**src/rtl/preg_reclaim.sv**
```systemverilog
// Staging queue that frees stale physical tags from two retire slots into the free list, one per cycle.
// Optional duplicate-free detection with pending bitmap: define PREG_RECLAIM_DUP_CHECK_EN.
module preg_reclaim #(
  parameter int NUM_PREGS   = 128,
  parameter int STAGE_DEPTH = 4,
  localparam int TW = $clog2(NUM_PREGS),
  localparam int CW = $clog2(STAGE_DEPTH) + 1
) (
  input  logic          clk,
  input  logic          rst,
  input  logic [1:0]    ret_valid,
  input  logic [1:0]    ret_has_dest,
  input  logic [2*TW-1:0] ret_old_preg,
  output logic          ret_ready,
  output logic          fl_w_en,
  output logic [TW-1:0] fl_data,
  input  logic          fl_full,
  output logic [CW-1:0] stage_count,
  output logic          dbl_free_err
);
  localparam int PW = $clog2(STAGE_DEPTH);

  logic [TW-1:0] mem [STAGE_DEPTH];
  logic [PW-1:0] rd_ptr, wr_ptr, wr_ptr1;
  logic [CW-1:0] cnt;
  logic [TW-1:0] tag0, tag1;
  logic          acc0, acc1, enq0, enq1, drop0, drop1, pop;

  assign tag0 = ret_old_preg[TW-1:0];
  assign tag1 = ret_old_preg[2*TW-1:TW];

  // Readiness ignores a same-cycle pop so acceptance never depends on fl_full.
  assign ret_ready   = (cnt <= CW'(STAGE_DEPTH - 2));
  assign pop         = (cnt != '0) & ~fl_full;
  assign fl_w_en     = pop;
  assign fl_data     = mem[rd_ptr];
  assign stage_count = cnt;

  assign acc0 = ret_valid[0] & ret_has_dest[0] & ret_ready;
  assign acc1 = ret_valid[1] & ret_has_dest[1] & ret_ready;

`ifdef PREG_RECLAIM_DUP_CHECK_EN
  logic [NUM_PREGS-1:0] pending, pend_eff;
  logic                 err_q;

  // The popping head no longer counts as pending, so it may be re-freed this cycle.
  always_comb begin
    pend_eff = pending;
    if (pop) pend_eff[fl_data] = 1'b0;
  end

  assign drop0 = acc0 & pend_eff[tag0];
  assign drop1 = acc1 & (pend_eff[tag1] | (acc0 & (tag1 == tag0)));

  always_ff @(posedge clk) begin
    if (rst) begin
      pending <= '0;
      err_q   <= 1'b0;
    end else begin
      if (pop)  pending[fl_data] <= 1'b0;
      if (enq0) pending[tag0]    <= 1'b1;
      if (enq1) pending[tag1]    <= 1'b1;
      err_q <= drop0 | drop1;
    end
  end

  assign dbl_free_err = err_q;
`else
  assign drop0        = 1'b0;
  assign drop1        = 1'b0;
  assign dbl_free_err = 1'b0;
`endif

  assign enq0    = acc0 & ~drop0;
  assign enq1    = acc1 & ~drop1;
  // Slot 1 lands right after slot 0, or in slot 0's place when slot 0 is not enqueued.
  assign wr_ptr1 = wr_ptr + PW'(enq0);

  always_ff @(posedge clk) begin
    if (enq0) mem[wr_ptr]  <= tag0;
    if (enq1) mem[wr_ptr1] <= tag1;
  end

  always_ff @(posedge clk) begin
    if (rst) begin
      rd_ptr <= '0;
      wr_ptr <= '0;
      cnt    <= '0;
    end else begin
      if (pop) rd_ptr <= rd_ptr + PW'(1);
      wr_ptr <= wr_ptr + PW'(enq0) + PW'(enq1);
      cnt    <= cnt + CW'(enq0) + CW'(enq1) - CW'(pop);
    end
  end
endmodule

```
**config.mk**
```make
export PLATFORM = sky130hd
export DESIGN_NAME = preg_reclaim
export DESIGN_NICKNAME = d
export VERILOG_FILES = /design/src/rtl/preg_reclaim.sv
export SDC_FILE = /design/constraint.sdc
export NUM_CORES = 1
export LEC_CHECK = 0
export CAP_MARGIN = 5
export CELL_PAD_IN_SITES_DETAIL_PLACEMENT = 1
export CELL_PAD_IN_SITES_GLOBAL_PLACEMENT = 2
export CORE_UTILIZATION = 33
export DETAILED_ROUTE_END_ITERATION = 8
export PLACE_DENSITY = 0.77
export SLEW_MARGIN = 20
export SYNTH_ARGS = -nofsm -noshare
export SYNTH_HDL_FRONTEND = slang
export SYNTH_SLANG_ARGS = --single-unit
```
**constraint.sdc**
```tcl
create_clock -name clk -period 3 [get_ports clk]
set_clock_uncertainty 0.2 [all_clocks]
set_input_delay 0.45 -clock clk [delete_from_list [all_inputs] [get_ports clk]]
set_output_delay 0.45 -clock clk [all_outputs]
set_load 0.01 [all_outputs]
```
==> metrics.txt <==
# TYPE chip_impl_metric gauge
chip_impl_metric{name="hold_slack",unit="ns"} 0.320
chip_impl_metric{name="routed-via-count",unit=""} 1281
chip_impl_info{name="min_path_type",value="reg2reg"} 1
chip_impl_metric{name="synth-async-reset-ratio",unit="%"} 0
chip_impl_info{name="critical_path.reg2reg.endpoint",value="mem[3][6]"} 1
chip_impl_metric{name="dpl.cell_count",unit=""} 247
chip_impl_metric{name="drt.antenna.violating_nets",unit=""} 0
chip_impl_metric{name="detail_route.first_pass.iterations",unit=""} 4
chip_impl_metric{name="pwr_density_cell",unit="nW/um^2"} 712
chip_impl_metric{name="detail_route.vias_per_cell",unit=""} 5.02
chip_impl_metric{name="cts_inserted_buffers",unit=""} 5
chip_impl_metric{name="synthesis.area",unit="um^2"} 1970
chip_impl_metric{name="place_worst_setup_slack",unit="ns"} 0.129
chip_impl_info{name="mostFrequentLayoutCell",value="sky130_fd_sc_hd__clkdlybuf4s50_1"} 1
chip_impl_metric{name="buffer_ports.inserted",unit=""} 32
chip_impl_metric{name="power.ir.vdd_worst",unit="mV"} 0.320
chip_impl_metric{name="final.period_utilization",unit="%"} 95.2
chip_impl_metric{name="cts_post_setup_buffers_inserted",unit=""} 0
chip_impl_metric{name="hold_viol",unit=""} 0
chip_impl_metric{name="p_leak",unit="nW"} 0.896
chip_impl_metric{name="placeableCoreArea",unit="um^2"} 5640
chip_impl_info{name="timing.critical_path.from_type",value="flip-flop"} 1
chip_impl_metric{name="grt_pass1_wl",unit="um"} 7250
chip_impl_metric{name="yosysSeqAreaShare",unit="%"} 51.8
chip_impl_metric{name="syn-num-nets",unit=""} 160
chip_impl_metric{name="grt_remaining_overflow",unit=""} 0
chip_impl_info{name="grt_setup_unrepaired",value="yes"} 1
chip_impl_metric{name="r2r_setup_slack",unit="ns"} 0.15
chip_impl_metric{name="synth_edf_count",unit=""} 28
chip_impl_metric{name="synth-warning-count",unit=""} 0
chip_impl_info{name="cts_tree",value="yes"} 1
chip_impl_metric{name="number_of_global_route_vias_before_repair",unit=""} 1412
chip_impl_metric{name="dr.first_iter.drc_count",unit=""} 42
chip_impl_info{name="status",value="finished clean"} 1
chip_impl_info{name="synth-main-ff-cell",value="sky130_fd_sc_hd__edfxtp_1"} 1
chip_impl_metric{name="highest_attainable_clock_frequency",unit="MHz"} 350
chip_impl_metric{name="insertedDiodeCount",unit=""} 0
chip_impl_info{name="layout_common_cells",value="sky130_fd_sc_hd__clkdlybuf4s50_1, sky130_fd_sc_hd__mux2_2, sky130_fd_sc_hd__edfxtp_1"} 1
chip_impl_metric{name="cts_resized",unit=""} 0
chip_impl_metric{name="arrival",unit="ns"} 2.66
chip_impl_metric{name="track_usage",unit="%"} 15.7
chip_impl_metric{name="finish.net_count",unit=""} 210
chip_impl_metric{name="clk_latency",unit="ns"} 0.29
chip_impl_metric{name="finalWeightedCongestion",unit=""} 0.736
chip_impl_metric{name="wl_per_cell",unit="um"} 17.2
chip_impl_info{name="netlist_top_cells_area",value="sky130_fd_sc_hd__edfxtp_1, sky130_fd_sc_hd__mux2_2, sky130_fd_sc_hd__dfxtp_1"} 1
chip_impl_metric{name="hpwl",unit="um"} 3400
chip_impl_metric{name="drc",unit=""} 0
chip_impl_metric{name="clk_pin_slew_worst_paths",unit="ns"} 0.07
chip_impl_metric{name="cp_max_fo",unit=""} 6
chip_impl_metric{name="totalPowerFinal",unit="mW"} 1.86
chip_impl_metric{name="tightest_slew",unit="ns"} 0.556
chip_impl_metric{name="ctsHtreeMaxLevel",unit=""} 2
chip_impl_info{name="cts_root_buf",value="sky130_fd_sc_hd__clkbuf_8"} 1
chip_impl_metric{name="filler_free_cell_count_of_the_finished_design",unit=""} 255
chip_impl_metric{name="start_util",unit="%"} 34.9
chip_impl_metric{name="flow.area_growth_from_synthesis",unit="%"} 32.4
chip_impl_metric{name="floorplan.rows",unit=""} 27
chip_impl_metric{name="holdBufCountCts",unit=""} 0
chip_impl_metric{name="clkSinkCount",unit=""} 37
chip_impl_info{name="synth_top_cell_by_area",value="sky130_fd_sc_hd__edfxtp_1"} 1
chip_impl_metric{name="floorplan.die_area",unit="um^2"} 6280
chip_impl_metric{name="post-synth-top-area-fraction",unit="%"} 42.7
chip_impl_metric{name="maxSlewViolCount",unit=""} 0
chip_impl_info{name="crit_path_end_kind",value="flip-flop"} 1
chip_impl_metric{name="holdPathStages",unit=""} 2
chip_impl_info{name="holdPathEnd",value="rd_ptr[1]"} 1
chip_impl_metric{name="maximum_number_of_pins_on_one_net_before_global_route_repair",unit=""} 12
chip_impl_metric{name="syn-mean-instance-area",unit="um^2"} 14.8
chip_impl_metric{name="ys_seq_elements",unit=""} 37
chip_impl_metric{name="slew_headroom",unit="%"} 62.9
chip_impl_metric{name="yosysUniqueCellTypes",unit=""} 39
chip_impl_info{name="worstReg2RegStart",value="stage_count[1]"} 1
chip_impl_metric{name="clock_path_buffers",unit=""} 2
chip_impl_metric{name="die_h",unit="um"} 79.3
chip_impl_metric{name="design.portCount",unit=""} 34
chip_impl_metric{name="netlist_instances",unit=""} 133
chip_impl_metric{name="setup_viol",unit=""} 0
chip_impl_metric{name="layout-drive-gt1-share",unit="%"} 37.2
chip_impl_metric{name="timing.max_cap.violations",unit=""} 0
chip_impl_metric{name="wl",unit="um"} 4390
chip_impl_info{name="holdCritStartpoint",value="rd_ptr[1]"} 1
chip_impl_metric{name="required",unit="ns"} 2.81
chip_impl_metric{name="final.setup.worst_slack",unit="ns"} 0.145
chip_impl_metric{name="antenna_violations_before_repair",unit=""} 0
chip_impl_metric{name="timing.reg2reg.worst_path_depth",unit=""} 10
chip_impl_metric{name="die_x",unit="um"} 79.3
chip_impl_info{name="worst-setup-path-type",value="reg2reg"} 1
chip_impl_metric{name="period_minus_slack",unit="ns"} 2.85
registers in the layout, indices dropped and copies added, names as in the netlist, named ones only:
register,cells
mem,28
rd_ptr,2
stage_count,3
wr_ptr,2
kinds of logic (layout without fill, tap and decap cells):
family                     after synthesis  after routing  share of synthesized area [%]
other                                    1              1                          0.190
adders and majority gates                6              6                           4.57
xor gates and xnor gates                 4              4                           2.16
and+or+nand+nor                         20             20                           6.29
AOI/OAI and AO/OA                       18             18                           8.38
DFF                                     37             37                           51.8
buffers and inverters                   12             62                           2.60
muxes                                   35             35                           24.0
metal layers:
layer  track usage (%)  part of all wire, %  up-vias
met5                 0                    0        -
met4              4.91                  1.1        0
met3              3.10                  2.7        6
met2              27.4                   54       16
met1              19.4                   42      643
li1                  -                    -      616
cells in the mapped netlist (2+ instances only):
cell	number
sky130_fd_sc_hd__inv_1	7
sky130_fd_sc_hd__edfxtp_1	28
sky130_fd_sc_hd__nor2_1	3
sky130_fd_sc_hd__ha_1	4
sky130_fd_sc_hd__o211ai_2	2
sky130_fd_sc_hd__nand3_1	2
sky130_fd_sc_hd__fa_1	2
sky130_fd_sc_hd__o21ai_0	2
sky130_fd_sc_hd__mux4_2	7
sky130_fd_sc_hd__xnor2_1	2
sky130_fd_sc_hd__a21oi_1	3
sky130_fd_sc_hd__mux2_2	28
sky130_fd_sc_hd__o32ai_1	4
sky130_fd_sc_hd__dfxtp_1	9
sky130_fd_sc_hd__nand2_1	3
sky130_fd_sc_hd__nor2b_1	4
final cells by class:
cell class	count	area, um^2
clock buffer	5	68.8
clock inverter	2	11.3
inverter	7	26.3
tap	72	90.1
sequential	37	1020
fill	561	3030
timing repair buffer	48	440
multi-input combinational	84	951
critical path, stage by stage (launching register included):
cell	delay, ns
sky130_fd_sc_hd__dfxtp_1	0.39
sky130_fd_sc_hd__inv_1	0.10
sky130_fd_sc_hd__ha_1	0.21
sky130_fd_sc_hd__or2_2	0.31
sky130_fd_sc_hd__nor2b_1	0.14
sky130_fd_sc_hd__ha_1	0.28
sky130_fd_sc_hd__buf_4	0.16
sky130_fd_sc_hd__inv_1	0.12
sky130_fd_sc_hd__o31a_1	0.33
sky130_fd_sc_hd__o32ai_4	0.13
sky130_fd_sc_hd__buf_4	0.19
where the power goes:
| part | internal, mW | total [mW] | switching (mW) |
|---|---|---|---|
| registers | 0.654 | 0.723 | 0.0691 |
| logic | 0.433 | 0.804 | 0.371 |
| clock network | 0.156 | 0.329 | 0.174 |
worst max path at each step:
stage,start,depth (start not counted),slack (ns),to
after floorplan,stage_count[1],9,-0.03,mem[2][0]
after global placement,stage_count[1],10,0.15,mem[1][3]
after detailed placement,stage_count[1],10,0.13,mem[1][3]
after CTS,stage_count[1],10,0.12,mem[1][3]
after global routing,stage_count[1],8,-0.02,mem[0][4]
final,stage_count[1],10,0.15,mem[3][6]
stage by stage:
stage / area (um^2) / TNS, ns / util, %
5_1_grt: 2610 / -0.0576 / 46.2
4_1_cts: 2600 / 0 / 46.1
2_1_floorplan: 2030 / -0.228 / -
6_report: 2610 / 0 / 46.2
3_5_place_dp: 2520 / 0 / 44.7
3_3_place_gp: 2520 / 0 / 44.7
Power figures use the tool's default switching activity.
